## src/rtl/mesh_feed_scheduler_if.sv

```systemverilog
// Job, upstream stream and mesh-edge signals of the feed scheduler.
// The scheduler side uses the master modport and the environment uses the slave modport.
interface mesh_feed_scheduler_if #(
    parameter int DATA_W    = 32,
    parameter int CFG_W     = 64,
    parameter int MAX_BEATS = 16
);
    localparam int CNT_W = $clog2(MAX_BEATS + 1);

    logic                job_valid;
    logic                job_ready;
    logic [CFG_W-1:0]    job_cfg;
    logic [CNT_W-1:0]    job_beats;
    logic                job_systolic;
    logic                abort;
    logic                src_valid;
    logic                src_ready;
    logic [2*DATA_W-1:0] src_data;
    logic                ii_load;
    logic                ii_dir;
    logic [DATA_W-1:0]   ii_data_1;
    logic [DATA_W-1:0]   ii_data_2;
    logic [CFG_W-1:0]    ii_cfg;
    logic                ii_systolic;
    logic                busy;
    logic                job_done;
    logic                job_err;
    logic                job_aborted;

    modport master (
        input  job_valid, job_cfg, job_beats, job_systolic, abort, src_valid, src_data,
        output job_ready, src_ready, ii_load, ii_dir, ii_data_1, ii_data_2, ii_cfg,
               ii_systolic, busy, job_done, job_err, job_aborted
    );

    modport slave (
        output job_valid, job_cfg, job_beats, job_systolic, abort, src_valid, src_data,
        input  job_ready, src_ready, ii_load, ii_dir, ii_data_1, ii_data_2, ii_cfg,
               ii_systolic, busy, job_done, job_err, job_aborted
    );
endinterface

```

## src/rtl/mesh_feed_scheduler.sv

```systemverilog
// Per-job sequencer for one mesh edge interface: config, west beats, north beats,
// then a drain that is stretched for systolic jobs so the wavefront clears the array.
module mesh_feed_scheduler #(
    parameter int DATA_W    = 32,
    parameter int CFG_W     = 64,
    parameter int MESH_ROWS = 4,
    parameter int MESH_COLS = 4,
    parameter int MAX_BEATS = 16
) (
    input  logic                   clk,
    input  logic                   reset,
    mesh_feed_scheduler_if.master  bus
);
    localparam int CNT_W = $clog2(MAX_BEATS + 1);
    localparam int DRN_W = $clog2(MESH_ROWS + MESH_COLS);
    localparam logic [CNT_W-1:0] MAX_B        = CNT_W'(MAX_BEATS);
    localparam logic [DRN_W-1:0] SYS_DRN_LAST = DRN_W'(MESH_ROWS + MESH_COLS - 2);

    typedef enum logic [2:0] {IDLE, CFG, FEED_W, FEED_N, DRAIN, DONE} state_t;

    state_t            state_reg;
    logic [CNT_W-1:0]  beats_reg;
    logic [CNT_W-1:0]  beat_cnt_reg;
    logic [DRN_W-1:0]  drain_cnt_reg;
    logic              job_ready_reg;
    logic              src_ready_reg;
    logic              ii_load_reg;
    logic              ii_dir_reg;
    logic [DATA_W-1:0] ii_data_1_reg;
    logic [DATA_W-1:0] ii_data_2_reg;
    logic [CFG_W-1:0]  ii_cfg_reg;
    logic              ii_systolic_reg;
    logic              busy_reg;
    logic              job_done_reg;
    logic              job_err_reg;
    logic              job_aborted_reg;

    logic              accept;
    logic              beats_bad;
    logic [DRN_W-1:0]  drain_last;

    // abort wins over a pair offered in the same cycle
    assign accept     = bus.src_valid & src_ready_reg & ~bus.abort;
    assign beats_bad  = (bus.job_beats == '0) || (bus.job_beats > MAX_B);
    assign drain_last = ii_systolic_reg ? SYS_DRN_LAST : '0;

    always_ff @(posedge clk or negedge reset) begin
        if (!reset) begin
            state_reg       <= IDLE;
            beats_reg       <= '0;
            beat_cnt_reg    <= '0;
            drain_cnt_reg   <= '0;
            job_ready_reg   <= 1'b0;
            src_ready_reg   <= 1'b0;
            ii_load_reg     <= 1'b1;
            ii_dir_reg      <= 1'b1;
            ii_data_1_reg   <= '0;
            ii_data_2_reg   <= '0;
            ii_cfg_reg      <= '0;
            ii_systolic_reg <= 1'b0;
            busy_reg        <= 1'b0;
            job_done_reg    <= 1'b0;
            job_err_reg     <= 1'b0;
            job_aborted_reg <= 1'b0;
        end else begin
            ii_load_reg     <= 1'b1;
            job_done_reg    <= 1'b0;
            job_err_reg     <= 1'b0;
            job_aborted_reg <= 1'b0;
            if (state_reg != IDLE && bus.abort) begin
                state_reg       <= IDLE;
                beat_cnt_reg    <= '0;
                drain_cnt_reg   <= '0;
                src_ready_reg   <= 1'b0;
                busy_reg        <= 1'b0;
                job_ready_reg   <= 1'b1;
                job_aborted_reg <= 1'b1;
            end else begin
                case (state_reg)
                    IDLE: begin
                        job_ready_reg <= 1'b1;
                        if (bus.job_valid && job_ready_reg) begin
                            if (beats_bad) begin
                                job_err_reg <= 1'b1;
                            end else begin
                                // config word is presented while the FSM sits in CFG
                                beats_reg       <= bus.job_beats;
                                ii_cfg_reg      <= bus.job_cfg;
                                ii_systolic_reg <= bus.job_systolic;
                                ii_load_reg     <= 1'b0;
                                ii_dir_reg      <= 1'b1;
                                ii_data_1_reg   <= '0;
                                ii_data_2_reg   <= '0;
                                busy_reg        <= 1'b1;
                                job_ready_reg   <= 1'b0;
                                state_reg       <= CFG;
                            end
                        end
                    end
                    CFG: begin
                        src_ready_reg <= 1'b1;
                        state_reg     <= FEED_W;
                    end
                    FEED_W, FEED_N: begin
                        if (accept) begin
                            ii_load_reg   <= 1'b0;
                            ii_dir_reg    <= (state_reg == FEED_W);
                            ii_data_1_reg <= bus.src_data[DATA_W-1:0];
                            ii_data_2_reg <= bus.src_data[2*DATA_W-1:DATA_W];
                            if (beat_cnt_reg == beats_reg - 1'b1) begin
                                beat_cnt_reg <= '0;
                                if (state_reg == FEED_W) begin
                                    state_reg <= FEED_N;
                                end else begin
                                    src_ready_reg <= 1'b0;
                                    drain_cnt_reg <= '0;
                                    state_reg     <= DRAIN;
                                end
                            end else begin
                                beat_cnt_reg <= beat_cnt_reg + 1'b1;
                            end
                        end
                    end
                    DRAIN: begin
                        if (drain_cnt_reg == drain_last) begin
                            drain_cnt_reg <= '0;
                            job_done_reg  <= 1'b1;
                            state_reg     <= DONE;
                        end else begin
                            drain_cnt_reg <= drain_cnt_reg + 1'b1;
                        end
                    end
                    DONE: begin
                        busy_reg      <= 1'b0;
                        job_ready_reg <= 1'b1;
                        state_reg     <= IDLE;
                    end
                    default: state_reg <= IDLE;
                endcase
            end
        end
    end

    assign bus.job_ready   = job_ready_reg;
    assign bus.src_ready   = src_ready_reg;
    assign bus.ii_load     = ii_load_reg;
    assign bus.ii_dir      = ii_dir_reg;
    assign bus.ii_data_1   = ii_data_1_reg;
    assign bus.ii_data_2   = ii_data_2_reg;
    assign bus.ii_cfg      = ii_cfg_reg;
    assign bus.ii_systolic = ii_systolic_reg;
    assign bus.busy        = busy_reg;
    assign bus.job_done    = job_done_reg;
    assign bus.job_err     = job_err_reg;
    assign bus.job_aborted = job_aborted_reg;
endmodule

```

## src/flat_wrapper.sv

```systemverilog
// flat-port wrapper written by rule: the top's interface ports become plain ports
module mesh_feed_scheduler_flat 
#(
    parameter int DATA_W    = 32,
    parameter int CFG_W     = 64,
    parameter int MESH_ROWS = 4,
    parameter int MESH_COLS = 4,
    parameter int MAX_BEATS = 16
)
  (clk, reset, bus_job_valid, bus_job_cfg, bus_job_beats, bus_job_systolic, bus_abort, bus_src_valid, bus_src_data, bus_job_ready, bus_src_ready, bus_ii_load, bus_ii_dir, bus_ii_data_1, bus_ii_data_2, bus_ii_cfg, bus_ii_systolic, bus_busy, bus_job_done, bus_job_err, bus_job_aborted);
  mesh_feed_scheduler_if #(.DATA_W(DATA_W), .CFG_W(CFG_W), .MAX_BEATS(MAX_BEATS)) bus_i ();
  input  logic clk;
  input  logic reset;
  input wire logic [$bits(bus_i.job_valid)-1:0] bus_job_valid;
  input wire logic [$bits(bus_i.job_cfg)-1:0] bus_job_cfg;
  input wire logic [$bits(bus_i.job_beats)-1:0] bus_job_beats;
  input wire logic [$bits(bus_i.job_systolic)-1:0] bus_job_systolic;
  input wire logic [$bits(bus_i.abort)-1:0] bus_abort;
  input wire logic [$bits(bus_i.src_valid)-1:0] bus_src_valid;
  input wire logic [$bits(bus_i.src_data)-1:0] bus_src_data;
  output wire logic [$bits(bus_i.job_ready)-1:0] bus_job_ready;
  output wire logic [$bits(bus_i.src_ready)-1:0] bus_src_ready;
  output wire logic [$bits(bus_i.ii_load)-1:0] bus_ii_load;
  output wire logic [$bits(bus_i.ii_dir)-1:0] bus_ii_dir;
  output wire logic [$bits(bus_i.ii_data_1)-1:0] bus_ii_data_1;
  output wire logic [$bits(bus_i.ii_data_2)-1:0] bus_ii_data_2;
  output wire logic [$bits(bus_i.ii_cfg)-1:0] bus_ii_cfg;
  output wire logic [$bits(bus_i.ii_systolic)-1:0] bus_ii_systolic;
  output wire logic [$bits(bus_i.busy)-1:0] bus_busy;
  output wire logic [$bits(bus_i.job_done)-1:0] bus_job_done;
  output wire logic [$bits(bus_i.job_err)-1:0] bus_job_err;
  output wire logic [$bits(bus_i.job_aborted)-1:0] bus_job_aborted;
  assign bus_i.job_valid = bus_job_valid;
  assign bus_i.job_cfg = bus_job_cfg;
  assign bus_i.job_beats = bus_job_beats;
  assign bus_i.job_systolic = bus_job_systolic;
  assign bus_i.abort = bus_abort;
  assign bus_i.src_valid = bus_src_valid;
  assign bus_i.src_data = bus_src_data;
  assign bus_job_ready = bus_i.job_ready;
  assign bus_src_ready = bus_i.src_ready;
  assign bus_ii_load = bus_i.ii_load;
  assign bus_ii_dir = bus_i.ii_dir;
  assign bus_ii_data_1 = bus_i.ii_data_1;
  assign bus_ii_data_2 = bus_i.ii_data_2;
  assign bus_ii_cfg = bus_i.ii_cfg;
  assign bus_ii_systolic = bus_i.ii_systolic;
  assign bus_busy = bus_i.busy;
  assign bus_job_done = bus_i.job_done;
  assign bus_job_err = bus_i.job_err;
  assign bus_job_aborted = bus_i.job_aborted;
  mesh_feed_scheduler #(.DATA_W(DATA_W), .CFG_W(CFG_W), .MESH_ROWS(MESH_ROWS), .MESH_COLS(MESH_COLS), .MAX_BEATS(MAX_BEATS)) u_core (.clk(clk), .reset(reset), .bus(bus_i));
endmodule
```

## config.mk

```make
export PLATFORM = sky130hd
export DESIGN_NAME = mesh_feed_scheduler_flat
export DESIGN_NICKNAME = d
export VERILOG_FILES = /design/src/rtl/mesh_feed_scheduler_if.sv /design/src/rtl/mesh_feed_scheduler.sv /design/src/flat_wrapper.sv
export SDC_FILE = /design/constraint.sdc
export NUM_CORES = 1
export LEC_CHECK = 0
export ABC_AREA = 1
export CORE_MARGIN = 2
export CORE_UTILIZATION = 40
export CTS_CLUSTER_SIZE = 8
export DETAILED_ROUTE_END_ITERATION = 6
export GPL_ROUTABILITY_DRIVEN = 0
export GPL_TIMING_DRIVEN = 0
export MAX_ROUTING_LAYER = met4
export PLACE_DENSITY = 0.8
export SYNTH_ARGS = -nofsm -noshare
export SYNTH_HDL_FRONTEND = slang
export SYNTH_SLANG_ARGS = --single-unit
```

## constraint.sdc

```tcl
create_clock -name clk -period 2.1 [get_ports clk]
set_clock_uncertainty 0.15 [all_clocks]
set_input_delay 0.42 -clock clk [delete_from_list [all_inputs] [get_ports clk]]
set_output_delay 0.42 -clock clk [all_outputs]
set_load 0.01 [all_outputs]
```

==> results.yml <==
run_status:
  status: "finished, final reports clean"
routing:
  viasPerCell: 4.70
  post_drt_wl_per_cell_um: 15.0
  firstDrtPassIters: 4
  ant_nets: 0
  routed-via-count: 6310
  drt_iter0_drc: 367
  drc: 0
  drt_wl_total_um: 20200
clock_tree:
  numCtsBuffers: 17
  clockBufferDepth: 2
  clkTransAtPathRegs_ns: 0.06
  clkSinkCount: 153
  htree_levels: 4
  cts-root-buf: "clkbuf_16"
  clock_latency_ns: 0.42
  cts_tree: "done"
pwr:
  p_per_area_mw_per_mm2: 1340
  ir_drop_mv: 0.595
  total_power_mw: 14.1
  p_leak_nw: 5.17
placed_design:
  port_buffers: 275
  dpl_cell_area_mm2: 0.00994
  place_ws_ns: -0.360
  dp_hpwl_um: 14900
  dp_cells: 1311
die:
  initial_core_util: 0.412
  die_area_mm2: 0.0183
  fp.dieH_um: 135
  core-area_mm2: 0.0167
  die_w_um: 135
  pin_count: 276
  std_cell_rows: 47
layout:
  utilization: 0.629
  final_common_cell: "nand2_1"
  area_growth_syn_to_layout_pct: 52.8
  final_cell_mix: "nand2_1 (323), clkdlybuf4s50_1 (274), dfrtp_1 (149)"
  nFillCells: 1454
  multi_input_area_mm2: 0.00245
  drive_above_1_share: 0.0784
  final_area_mm2: 0.0105
  largest_reg_flops: 64
  layout.cells.non_filler: 1343
  final_nets: 1252
  seqCellArea_mm2: 0.00383
  n_antenna_cell: 0
logic_synthesis:
  synth_fp_nets: 957
  syn_inst: 815
  ys_warn_count: 0
  ys_types: 29
  seq_area_frac_synth: 0.557
  synth_edf_count: 0
  synthArstFlopShare: 1.00
  synth_flop_cell: "dfrtp_1"
  synth.ff_latch_count: 153
  syn_area_mm2: 0.00688
  synth_area_per_cell_um2: 8.44
global_routing:
  grtUsageTotal: 0.232
  antenna_found_initial: 0
  grt_first_pass_wirelength_um: 32000
  grt-ovfl-total: 0
  grt_pass1_vias: 6316
  grt_max_degree: 80
sta:
  holdWs_ns: 0.317
  rsz0062_at_grt: "true"
  hold_violations: 0
  slew_violations: 0
  fin_crit_ns: 2.07
  fin_crit_sh: 0.985
  worst_pin_slew_ns: 0.741
  setup_ws_ns: 0.0306
  fmax_mhz: 483
  slew_headroom: 0.506
  fin_tns_setup_ns: 0
  finalSetupViolCount: 0
critical_path:
  worstPathRequired_ns: 1.53
  start_kind: "flip-flop"
  path_buf_inv: 1
  crit_path_end_kind: "primary output"
  worstPathArrival_ns: 1.50
  reg2reg_slack_ns: 0.11
  r2r_end: "u_core.bus.ii_data_2[21]"
  slowest_delay_ns: 0.55
  critical_path_class: "reg2out"
  r2r_start: "u_core.state_reg[0]"
  cp_max_fo: 2
  slowest_stage: "clkdlybuf4s50_1"
  ff2ff_path_depth: 10
  critical-path-top-delay-family: "buffers and inverters"
  crit_chain: "clkdlybuf4s50_1"
min_path:
  min_to: "u_core.bus.ii_data_2[14]"
  hp-class: "reg2reg"
  min_delay_path_depth: 2
  hp-start: "u_core.bus.ii_data_2[14]"
run:
  drv_cap: 0
-- worst max-delay path by stage --
stage,from,to,slack [ns],cells past startpoint
after floorplan,u_core.state_reg[0],u_core.bus.ii_data_2[13],0.39,10
after global placement,reset,u_core.bus.ii_data_1[11],-5.85,1
after detailed placement,bus_job_beats[2],u_core.bus.ii_cfg[20],-0.36,9
after CTS,u_core.state_reg[0],u_core.bus.ii_cfg[10],0.01,7
after global routing,u_core.state_reg[0],u_core.bus.ii_data_1[21],-0.005,9
final,u_core.bus.ii_dir,bus_ii_dir,0.03,1
-- cell type report --
cell class | instances | area share
Sequential cell | 153 | 0.365
Timing Repair Buffer | 277 | 0.266
Clock buffer | 17 | 0.0405
Tap cell | 220 | 0.0262
Multi-Input combinational cell | 524 | 0.233
Clock inverter | 15 | 0.0113
Inverter | 95 | 0.0339
Buffer | 42 | 0.0249
-- synthesized netlist by cell type, types with 3 or more instances --
library cell,count,area share
nand2_1,324,0.18
dfrtp_1,151,0.55
o21ai_0,74,0.054
a21oi_1,4,0.0029
clkbuf_1,12,0.0065
nand4_1,3,0.0027
ha_1,3,0.0055
buf_4,7,0.0076
nor3_1,3,0.0022
buf_6,6,0.0098
nand3b_1,64,0.070
nand2_2,4,0.0036
xor2_1,3,0.0038
nor2_1,14,0.0076
nand3_1,17,0.012
inv_1,92,0.050
buf_2,18,0.013
-- cells by family (layout without fill, tap and decap cells) --
group	count (synthesis)	in the layout	share of synthesized area
XOR/XNOR	4	4	0.00509
AO/OA/AOI/OAI	85	85	0.0651
flip-flops	153	153	0.557
AND/OR/NAND/NOR	432	432	0.279
adder cells (fa/ha/maj)	3	3	0.00546
buffers and inverters	138	446	0.0889
-- power by group --
part / total, mW / internal [mW] / switching, mW
Sequential: 4.65 / 4.03 / 0.626
Clock: 2.86 / 1.53 / 1.33
Combinational: 6.58 / 3.12 / 3.46
-- per-layer routing --
layer,vias to the layer above,wire length (µm),GRT usage
met1,2976,8530,0.292
met5,-,0,-
met4,0,595,0.0932
li1,3115,-,-
met3,41,976,0.0430
met2,178,10000,0.371
-- timing repair --
action / CTS / global route
setup buffers: 0 / 0
endpoints found under the setup margin: 4 / 126
endpoints found under the hold margin: 78 / 0
hold buffers: 1 / 0
gates resized for setup: 2 / 20
No activity file was read; power rests on OpenSTA's default activity.
